==> src/rtl/ms_pkg.sv <==
// Shared multi-stream definitions: default widths and the tagged-word layout
// used by the merger, the multi-stream FIFO and their benches.
package ms_pkg;

    localparam int unsigned DEF_DATA_WIDTH = 8;
    localparam int unsigned DEF_FLUX       = 2;
    localparam int unsigned DEF_ID_W       = $clog2(DEF_FLUX);

    typedef struct packed {
        logic [DEF_ID_W-1:0]       id;
        logic [DEF_DATA_WIDTH-1:0] data;
    } tagged_word_t;

    function automatic tagged_word_t pack_word(input logic [DEF_ID_W-1:0]       id,
                                               input logic [DEF_DATA_WIDTH-1:0] data);
        tagged_word_t w;
        w.id   = id;
        w.data = data;
        return w;
    endfunction

    function automatic logic [DEF_ID_W-1:0] word_id(input tagged_word_t w);
        return w.id;
    endfunction

    function automatic logic [DEF_DATA_WIDTH-1:0] word_data(input tagged_word_t w);
        return w.data;
    endfunction

endpackage

==> src/rtl/rr_arbiter.sv <==
// Round-robin arbiter: search starts one past the last granted requester and
// wraps; the pointer advances only when the grant is taken.
module rr_arbiter
    import ms_pkg::*;
#(
    parameter  int unsigned N  = 2,
    localparam int unsigned IW = $clog2(N)
) (
    input  logic          clk,
    input  logic          rst,
    input  logic [N-1:0]  req,
    input  logic          ack,
    output logic [N-1:0]  grant,
    output logic [IW-1:0] grant_idx,
    output logic          grant_valid
);

    logic [IW-1:0] last_grant;

    always_comb begin
        grant_valid = 1'b0;
        grant_idx   = '0;
        for (int unsigned k = 1; k <= N; k++) begin
            logic [IW-1:0] j;
            j = IW'((32'(last_grant) + k) % N);
            if (!grant_valid && req[j]) begin
                grant_valid = 1'b1;
                grant_idx   = j;
            end
        end
        grant = grant_valid ? (N'(1) << grant_idx) : '0;
    end

    // Reset to N-1 so requester 0 has first priority.
    always_ff @(posedge clk or posedge rst) begin
        if (rst) begin
            last_grant <= IW'(N - 1);
        end else if (ack && grant_valid) begin
            last_grant <= grant_idx;
        end
    end

endmodule

==> src/rtl/ms_merge_rr.sv <==
// Multi-stream merger: round-robin pops FWFT source queues and writes one
// {id, data} word per cycle toward the multi-stream FIFO, honouring its full flags.
module ms_merge_rr
    import ms_pkg::*;
#(
    parameter  int unsigned DATA_WIDTH = DEF_DATA_WIDTH,
    parameter  int unsigned FLUX       = DEF_FLUX,
    localparam int unsigned ID_W       = $clog2(FLUX)
) (
    input  logic                       clk,
    input  logic                       rst,
    input  logic [FLUX*DATA_WIDTH-1:0] src_data,
    input  logic [FLUX-1:0]            src_empty,
    output logic [FLUX-1:0]            src_read,
    output logic [DATA_WIDTH+ID_W-1:0] dst_din,
    output logic                       dst_write,
    input  logic [FLUX-1:0]            dst_full
);

    logic [FLUX-1:0]       req;
    logic [FLUX-1:0]       pending;
    logic [FLUX-1:0]       grant;
    logic [ID_W-1:0]       grant_idx;
    logic                  grant_valid;
    logic [DATA_WIDTH-1:0] sel_data;

    // A write still in the output register is not yet reflected in dst_full,
    // so its flux sits out one cycle to protect the last free slot.
    assign pending = dst_write ? (FLUX'(1) << dst_din[DATA_WIDTH +: ID_W]) : '0;
    assign req     = ~src_empty & ~dst_full & ~pending;

    rr_arbiter #(.N(FLUX)) u_arb (
        .clk         (clk),
        .rst         (rst),
        .req         (req),
        .ack         (grant_valid),
        .grant       (grant),
        .grant_idx   (grant_idx),
        .grant_valid (grant_valid)
    );

    assign src_read = rst ? '0 : grant;
    assign sel_data = src_data[32'(grant_idx)*DATA_WIDTH +: DATA_WIDTH];

    // Output register; dst_din holds its last value when nothing is granted.
    always_ff @(posedge clk or posedge rst) begin
        if (rst) begin
            dst_write <= 1'b0;
            dst_din   <= '0;
        end else begin
            dst_write <= grant_valid;
            if (grant_valid) begin
                dst_din <= {grant_idx, sel_data};
            end
        end
    end

endmodule
==> config.mk <==
export PLATFORM = sky130hd
export DESIGN_NAME = ms_merge_rr
export DESIGN_NICKNAME = d
export VERILOG_FILES = /design/src/rtl/ms_pkg.sv /design/src/rtl/rr_arbiter.sv /design/src/rtl/ms_merge_rr.sv
export SDC_FILE = /design/constraint.sdc
export NUM_CORES = 1
export LEC_CHECK = 0
export CORE_UTILIZATION = 35
export DETAILED_ROUTE_END_ITERATION = 8
export PLACE_DENSITY = 0.77
export RECOVER_POWER = 50
export SLEW_MARGIN = 10
export SYNTH_ARGS = -nofsm -noshare
export SYNTH_HDL_FRONTEND = slang
export SYNTH_HIERARCHICAL = 1
export SYNTH_SLANG_ARGS = --single-unit
==> constraint.sdc <==
create_clock -name clk -period 1.9 [get_ports clk]
set_input_delay 0.19 -clock clk [delete_from_list [all_inputs] [get_ports clk]]
set_output_delay 0.19 -clock clk [all_outputs]
set_load 0.005 [all_outputs]
==> results_dict.tcl, run 1 <==
set metrics [dict create \
    hp-class "in2async" \
    yosysTopAreaCell "dfrtp_1" \
    synth_top_cells_by_area "dfrtp_1 (46%), mux2i_1 (15%), a21oi_1 (8.3%)" \
    coreArea_sq_um 1380 \
    met2_usage 0.303 \
    drtIter0Drc 6 \
    cp.required_ns 1.71 \
    place_area_sq_um 912 \
    area_delta_synth_final_pct 76.1 \
    fp-row-count 13 \
    final_util 0.695 \
    yosysSeqAreaShare 0.507 \
    io_pins 34 \
    fin_worst_skew_ns 0.000534 \
    setup_viol 0 \
    gp_congestion 0.732 \
    hold_violations 0 \
    r2r_start "dst_write" \
    root_buffer "clkbuf_4" \
    worstSetupStartpoint "dst_write" \
    dieArea_sq_um 1720 \
    fin_tns_setup_ns 0 \
    drive_gt1_frac 0.168 \
    htree_num_levels 1 \
    setup_ws_ns 0.171 \
    leakagePower_nw 0.412 \
    synth.distinct_cells 16 \
    syn-instance-count 54 \
    overflow 0 \
    portBuffers 33 \
    ir_drop_mv 0.520 \
    num_vias 528 \
    path_max_fanout 3 \
    clkSinkCount 11 \
    fp.dieW_microns 41.5 \
    vias_per_cell 4.80 \
    hpwl_microns 945 \
    avgRoutedWirePerCell_microns 11.8 \
    cts_buffers 3 \
    ant_nets 0 \
    clock_path_buffers 2 \
    slew_violations 0 \
    rsz0062_at_grt "no" \
    instances_no_fill 110 \
    mostFrequentLayoutCell "clkdlybuf4s50_1" \
    layout_common_cells "clkdlybuf4s50_1 (24), dfrtp_1 (10), a21oi_1 (9), mux2i_1 (8), nor2_1 (8)" \
    critPathLaunchType "flip-flop" \
    status "finished, final reports clean" \
    met3_usage 0.0391 \
    synth_seq_cells 11 \
    fmax_ghz 0.578 \
    die_h_microns 41.5 \
    grt_pass1_vias 535 \
    initial_core_util 0.395 \
    synth_top_family_by_area "compound AO/OA/AOI/OAI gates" \
    busiest_layer "met2" \
    power.density_nw_per_um2 761 \
    min_period_ns 1.73 \
    crit_arrival_ns 1.54 \
    maxSlewHeadroom 0.747 \
    endpoint_kind "primary output" \
    synth_compound_area_frac 0.172 \
    power.total_mw 0.732 \
    yosysTopAreaCellShare 0.459 \
    avgSynthCellArea_sq_um 10.1 \
    fin_crit_sh 0.910 \
    fin_area_sq_um 961 \
    grt_usage 0.169 \
    antenna_found_initial 0 \
    maxCapViolations 0 \
    cts_tree "done" \
    dp_cells 105 \
    hold_ws_ns 0.429 \
    synth_area_sq_um 546 \
    post-place-ws_ns -0.0506 \
    final_nets 118 \
    grt_max_degree 11 \
    use_met1 0.194 \
    synthAdderAreaFrac 0 \
    syn_nets 76 \
    cts.clk_slew.worst_paths_ns 0.07 \
    diodes 0 \
    routed_wl_microns 1300 \
    drc_errors 0 \
    worstSetupPathType "reg2out" \
    synth.mux.area_fraction 0.147 \
    r2r_slack_ns 0.25 \
    first_pass_iters 3 \
    grt_pass1_wl_microns 2280 \
    insertion_delay_ns 0.26 \
    synth_xor_area_frac 0 \
    worst_pin_slew_ns 0.379 \
    yosysWarnings 6 \
    synthSimpleGateAreaFrac 0.0963 \
]
-- synth_stat cells --
library cell	count
buf_6	2
a31oi_1	1
inv_1	4
a21boi_1	1
a21oi_1	9
nand2_1	1
a21boi_0	2
or2_1	1
nor2b_1	2
o21ai_1	1
mux2i_1	8
dfrtp_1	10
buf_2	1
dfstp_2	1
nor2_1	8
a211oi_1	2
-- metal layers --
metal / wire (microns) / part of all wire / vias to the layer above
li1: - / - / 266
met1: 524 / 0.40 / 236
met2: 677 / 0.52 / 24
met3: 86 / 0.066 / 2
met4: 9 / 0.0069 / 0
met5: 0 / 0 / -
-- path summary, 6_finish.rpt --
path	endpoint	depth (start not counted)
max in group asynchronous	dst_din[4]	2
min	dst_din[2]	2
max reg2reg	dst_din[7]	6
min in group clk	dst_din[2]	2
max	src_read[1]	5
min reg2reg	dst_din[2]	2
-- sequential cells by signal (all words and copies together) (netlist names) --
name / flops
dst_din: 9
dst_write: 1
u_arb/last_grant: 1
-- critical path: stages (launching register included) --
cell and delay [ns]:
dfrtp_1 0.42, a211oi_2 0.28, buf_4 0.16, a21boi_2 0.04
nor2b_1 0.12, dlygate4sd2_1 0.26
-- cell type report --
cell class | instances | area [sq um]
multi-input combinational | 36 | 244
inverter | 4 | 15.0
clock buffer | 4 | 26.3
tap | 15 | 18.8
fill | 121 | 422
sequential | 11 | 277
timing repair buffer | 40 | 380
-- logic make-up (layout without fill, tap and decap cells) --
| group | Yosys count | in the layout |
|---|---|---|
| AOI/OAI and AO/OA | 16 | 16 |
| buffers and inverters | 7 | 48 |
| DFF | 11 | 11 |
| muxes | 8 | 8 |
| and+or+nand+nor | 12 | 12 |
-- what timing repair did --
item / in CTS / in global routing
setup endpoints to repair: 2 / 0
hold buffers: 0 / 0
resized for setup: 8 / 0
setup buffers: 1 / 0
-- where the power goes --
group	internal (mW)	switching [mW]	leakage, nW
combinational	0.154	0.0933	0.273
sequential	0.291	0.0386	0.125
clock	0.0810	0.0732	0.0150
Note: power is estimated with default switching activity, not from simulation.
==> inputs of run 2 (changes only) <==
- PLACE_DENSITY: 0.77 -> not set
- PLACE_DENSITY_LB_ADDON: not set -> 0.2
==> run 2 against run 1 <==
  * Combinational power increased by 3%
  * Worst hold slack got worse by 0.034 ns
  * First-iteration DRC count decreased by 50%
  * Critical path type unchanged
  * Clock-buffer cell count unchanged
  * Clock power about the same
  * Non-clock buffer count unchanged
  * Wire length decreased by 1.2%
  * Final cell count unchanged
  * Cell area increased by 1.3%
  * Critical endpoint is now src_read[0]
==> results_dict.tcl, run 2 (same netlist as run 1, synthesis figures left out) <==
set metrics [dict create \
    cts_buffers 3 \
    fp.dieW_microns 41.5 \
    routed_wl_microns 1280 \
    cpLargestDelayFamily "buffers and inverters" \
    io_pins 34 \
    critical_path_buf_inv_count 3 \
    clkPwrFrac 0.210 \
    grt_pass1_vias 539 \
    nFillCells 120 \
    gp_congestion 0.683 \
    htree_num_levels 1 \
    fp-row-count 13 \
    grt_usage 0.170 \
    maxSlewHeadroom 0.755 \
    drtIter0Drc 3 \
    dieArea_sq_um 1720 \
    power_frac_seq 0.443 \
    final_nets 118 \
    fmax_ghz 0.566 \
    fin_crit_sh 0.930 \
    power.density_nw_per_um2 759 \
    r2r_end "dst_din[5]" \
    largest_reg_flops 9 \
    power_frac_comb 0.346 \
    slew_violations 0 \
    largestRegisters "dst_din (9), dst_write (1), u_arb/last_grant (1)" \
    leakagePower_nw 0.417 \
    antenna_found_initial 0 \
    clkSinkCount 11 \
    worst_pin_slew_ns 0.367 \
    internal_power_mw 0.534 \
    cp_slowest_cell "dfrtp_1" \
    first_pass_iters 2 \
    diodes 0 \
    path_max_fanout 4 \
    insertion_delay_ns 0.26 \
    worstSetupPathType "reg2out" \
    instances_no_fill 110 \
    dp_cells 104 \
    worst-path-stages 6 \
    drive_gt1_frac 0.168 \
    num_vias 521 \
    status "finished, final reports clean" \
    rsz0062_at_grt "no" \
    place_area_sq_um 917 \
    cts_tree "done" \
    regMostFlops "dst_din" \
    reg2reg_depth 6 \
    avgRoutedWirePerCell_microns 11.7 \
    area_delta_synth_final_pct 78.4 \
    drc_errors 0 \
    crit_arrival_ns 1.58 \
    r2r_start "dst_write" \
    vias_per_cell 4.74 \
    cp_slowest_stage_delay_ns 0.39 \
    min_period_ns 1.77 \
    cts.clk_slew.worst_paths_ns 0.07 \
    grt_pass1_wl_microns 2190 \
    maxCapViolations 0 \
    portBuffers 33 \
    ir_drop_mv 0.480 \
    fin_worst_skew_ns 0.00290 \
    r2r_slack_ns 0.25 \
    hold_violations 0 \
    setup_viol 0 \
    ant_nets 0 \
    cp.required_ns 1.71 \
    fin_area_sq_um 973 \
    die_h_microns 41.5 \
    endpoint_kind "primary output" \
    power.total_mw 0.739 \
    root_buffer "clkbuf_4" \
    critPathLaunchType "flip-flop" \
    power.switching_mw 0.205 \
    initial_core_util 0.395 \
    mostFrequentLayoutCell "clkdlybuf4s50_1" \
    hpwl_microns 926 \
    hold_ws_ns 0.395 \
    layout_common_cells "clkdlybuf4s50_1 (25), dfrtp_1 (10), a21oi_1 (9), mux2i_1 (8), nor2_1 (8)" \
    p_sw_frac 0.278 \
    crit_chain "inv_2 > a211oi_2 > buf_4 > a21boi_2 > nor2b_1 > dlygate4sd2_1" \
    hp-class "in2async" \
    final_util 0.704 \
    coreArea_sq_um 1380 \
    grt_max_degree 22 \
    clock_path_buffers 2 \
    overflow 0 \
]
==> run 2: final cells by class <==
class                           count  area, sq um  area share
Timing Repair Buffer               40          393       0.404
Sequential cell                    11          277       0.284
Multi-Input combinational cell     36          244       0.251
Clock buffer                        4         26.3      0.0270
Tap cell                           15         18.8      0.0193
Inverter                            4         15.0      0.0154
==> run 2: worst max-delay path by stage <==
stage / start / to
finish: dst_din[8] / src_read[0]
global route: dst_din[8] / src_read[0]
CTS: dst_din[8] / src_read[0]
detailed placement: src_empty[0] / src_read[0]
global placement: src_empty[0] / src_read[0]
floorplan: dst_din[8] / dst_din[0]
==> run 2: metal layers <==
layer / track usage / part of all wire / vias to the layer above
met3: 0.0435 / 0.041 / 2
met2: 0.303 / 0.55 / 16
met4: 0.0968 / 0.0094 / 0
met5: 0 / 0 / -
met1: 0.179 / 0.39 / 236
li1: - / - / 267
==> run 2: what timing repair did <==
item / 4_1_cts / 5_1_grt
endpoints found under the hold margin: 0 / 0
hold buffers: 0 / 0
pin swaps: 1 / 0
setup buffers: 2 / 0
endpoints found under the setup margin: 2 / 1
gates resized for setup: 7 / 1
==> run 2: worst register-to-register path, cell delays in order, from the launching register on <==
cell and delay, ns:
dfrtp_1 0.41, a211oi_2 0.27, buf_4 0.18, a21boi_1 0.20
buf_4 0.19, mux2i_1 0.20, a21oi_1 0.09
==> run 2: through the flow <==
| stage | setup WS (ns) | TNS, ns |
|---|---|---|
| 6_report | 0.134 | 0 |
| 4_1_cts | 0.130 | 0 |
| 3_3_place_gp | -0.0274 | -0.0421 |
| 2_1_floorplan | 0.335 | 0 |
| 5_1_grt | 0.0323 | 0 |
| 3_5_place_dp | -0.0313 | -0.0313 |
==> run 2: power groups by stage <==
stage | sequential [mW] | clock [mW] | combinational, mW
3_5_place_dp | 0.327 | 0 | 0.256
5_1_grt | 0.336 | 0.178 | 0.281
4_1_cts | 0.328 | 0.167 | 0.263
6_report | 0.327 | 0.155 | 0.256
3_3_place_gp | 0.327 | 0 | 0.251
2_1_floorplan | 0.329 | 0 | 0.0952
==> inputs of run 3 (changes only) <==
- CAP_MARGIN: not set -> 0
- CORE_MARGIN: not set -> 4
==> run 3 against run 2 <==
  * Cell area decreased by 1.7%
  * Final cell count down 0.91%
  * Setup slack got worse by 0.032 ns
  * Largest power group unchanged
==> results_dict.tcl, run 3 (same netlist as run 1, synthesis figures left out) <==
set metrics [dict create \
    worstSetupStartpoint "dst_din[8]" \
    hpwl_microns 1020 \
    endpoint_kind "primary output" \
    initial_core_util 0.395 \
    diodes 0 \
    crit_chain "a211oi_2 > buf_4 > buf_4 > a21boi_1 > nor2b_1 > dlygate4sd2_1" \
    grt_pass1_vias 537 \
    r2r_start "dst_din[8]" \
    maxSlewHeadroom 0.741 \
    fp-row-count 13 \
    cp_slowest_stage_delay_ns 0.41 \
    r2r_slack_ns 0.18 \
    worstSetupPathType "reg2out" \
    grt_max_degree 22 \
    hp-class "in2async" \
    cp.required_ns 1.71 \
    drtIter0Drc 3 \
    worst_pin_slew_ns 0.389 \
    hold_ws_ns 0.414 \
    cp_slowest_cell "dfrtp_1" \
    clock_path_buffers 2 \
    overflow 0 \
    leakagePower_nw 0.409 \
    antenna_found_initial 0 \
    slew_violations 0 \
    fin_worst_skew_ns 0.00260 \
    layout_common_cells "clkdlybuf4s50_1 (25), dfrtp_1 (10), a21oi_1 (9), mux2i_1 (8), nor2_1 (8)" \
    die_h_microns 47.5 \
    ir_drop_mv 0.467 \
    area_delta_synth_final_pct 75.5 \
    status "finished, final reports clean" \
    post-place-ws_ns -0.0719 \
    cts.clk_slew.worst_paths_ns 0.07 \
    num_vias 522 \
    cts_tree "done" \
    first_pass_iters 3 \
    fmax_ghz 0.556 \
    portBuffers 33 \
    largest_reg_flops 9 \
    cpMostUsedCell "buf_4" \
    drive_gt1_frac 0.149 \
    maxCapViolations 0 \
    coreArea_sq_um 1380 \
    crit_path_end "src_read[0]" \
    fp.dieW_microns 47.5 \
    cts_buffers 3 \
    r2r_end "dst_din[1]" \
    dieArea_sq_um 2250 \
    io_pins 34 \
    power.total_mw 0.734 \
    setup_viol 0 \
    avgRoutedWirePerCell_microns 12.6 \
    power.density_nw_per_um2 767 \
    regMostFlops "dst_din" \
    vias_per_cell 4.79 \
    nFillCells 128 \
    clkSinkCount 11 \
    min_period_ns 1.80 \
    crit_arrival_ns 1.61 \
    grt_pass1_wl_microns 2170 \
    htree_num_levels 1 \
    routed_wl_microns 1370 \
    holdBufCountCts 0 \
    setup_ws_ns 0.102 \
    drc_errors 0 \
    largestRegisters "dst_din (9), dst_write (1), u_arb/last_grant (1)" \
    ant_nets 0 \
    path_max_fanout 4 \
    critPathLaunchType "flip-flop" \
    grt_usage 0.141 \
    gp_congestion 0.700 \
    root_buffer "clkbuf_4" \
    hold_violations 0 \
    reg2reg_depth 7 \
    final_nets 117 \
    insertion_delay_ns 0.26 \
    fin_crit_sh 0.946 \
    mostFrequentLayoutCell "clkdlybuf4s50_1" \
]
[run 3: changes by cell type in the layout (fill, tap and decap cells not counted), sizes merged]
| cell | previous run | this run |
|---|---|---|
| buf | 7 | 6 |
[run 3: cell type report]
cell class	instances	area (sq um)	share of cell area
clock buffer	4	26.3	0.0275
inverter	4	15.0	0.0157
multi-input combinational	36	248	0.259
sequential	11	277	0.289
tap	15	18.8	0.0196
timing repair buffer	39	373	0.390
[run 3: worst min-delay path by stage]
| stage | startpoint | end | cells after the start |
|---|---|---|---|
| after floorplan | rst | dst_din[0] | 1 |
| after global placement | dst_din[1] | dst_din[1] | 2 |
| after detailed placement | dst_din[1] | dst_din[1] | 2 |
| after CTS | rst | dst_din[3] | 2 |
| after global routing | rst | u_arb/last_grant | 2 |
| final | rst | dst_din[8] | 2 |
[run 3: timing repair]
item                       in CTS  in global routing
pin swaps                       2                  1
hold endpoints to repair        0                  0
setup endpoints to repair       2                  9
setup buffers                   1                  1
resized for setup               6                  2
[run 3: critical path: cells and delay by family, from the launching register on]
family	cells	cell delay, ns
and+or+nand+nor	1	0.12
AOI/OAI and AO/OA	2	0.32
DFF	1	0.41
buffers and inverters	3	0.51
[run 3: metrics by stage]
step	TNS [ns]	cells	util	area, sq um
3_3_place_gp	-0.0641	103	0.649	897
6_report	0	109	0.692	957
2_1_floorplan	0	54	-	546
3_5_place_dp	-0.263	103	0.649	897
5_1_grt	-0.00244	109	0.692	957
4_1_cts	0	108	0.681	942
[run 3: power breakdown]
| group | leakage, nW | internal (mW) | total, mW | switching (mW) |
|---|---|---|---|---|
| logic | 0.269 | 0.153 | 0.245 | 0.0919 |
| registers | 0.125 | 0.291 | 0.331 | 0.0401 |
| clock network | 0.0150 | 0.0812 | 0.158 | 0.0769 |
| total | 0.409 | 0.525 | 0.734 | 0.209 |
[run 3: layer usage]
metal | vias to the layer above | track usage | share of wire
li1 | 266 | - | -
met1 | 232 | 0.186 | 0.45
met2 | 22 | 0.209 | 0.46
met3 | 2 | 0.0338 | 0.080
met4 | 0 | 0.0829 | 0.0088
met5 | - | 0 | 0
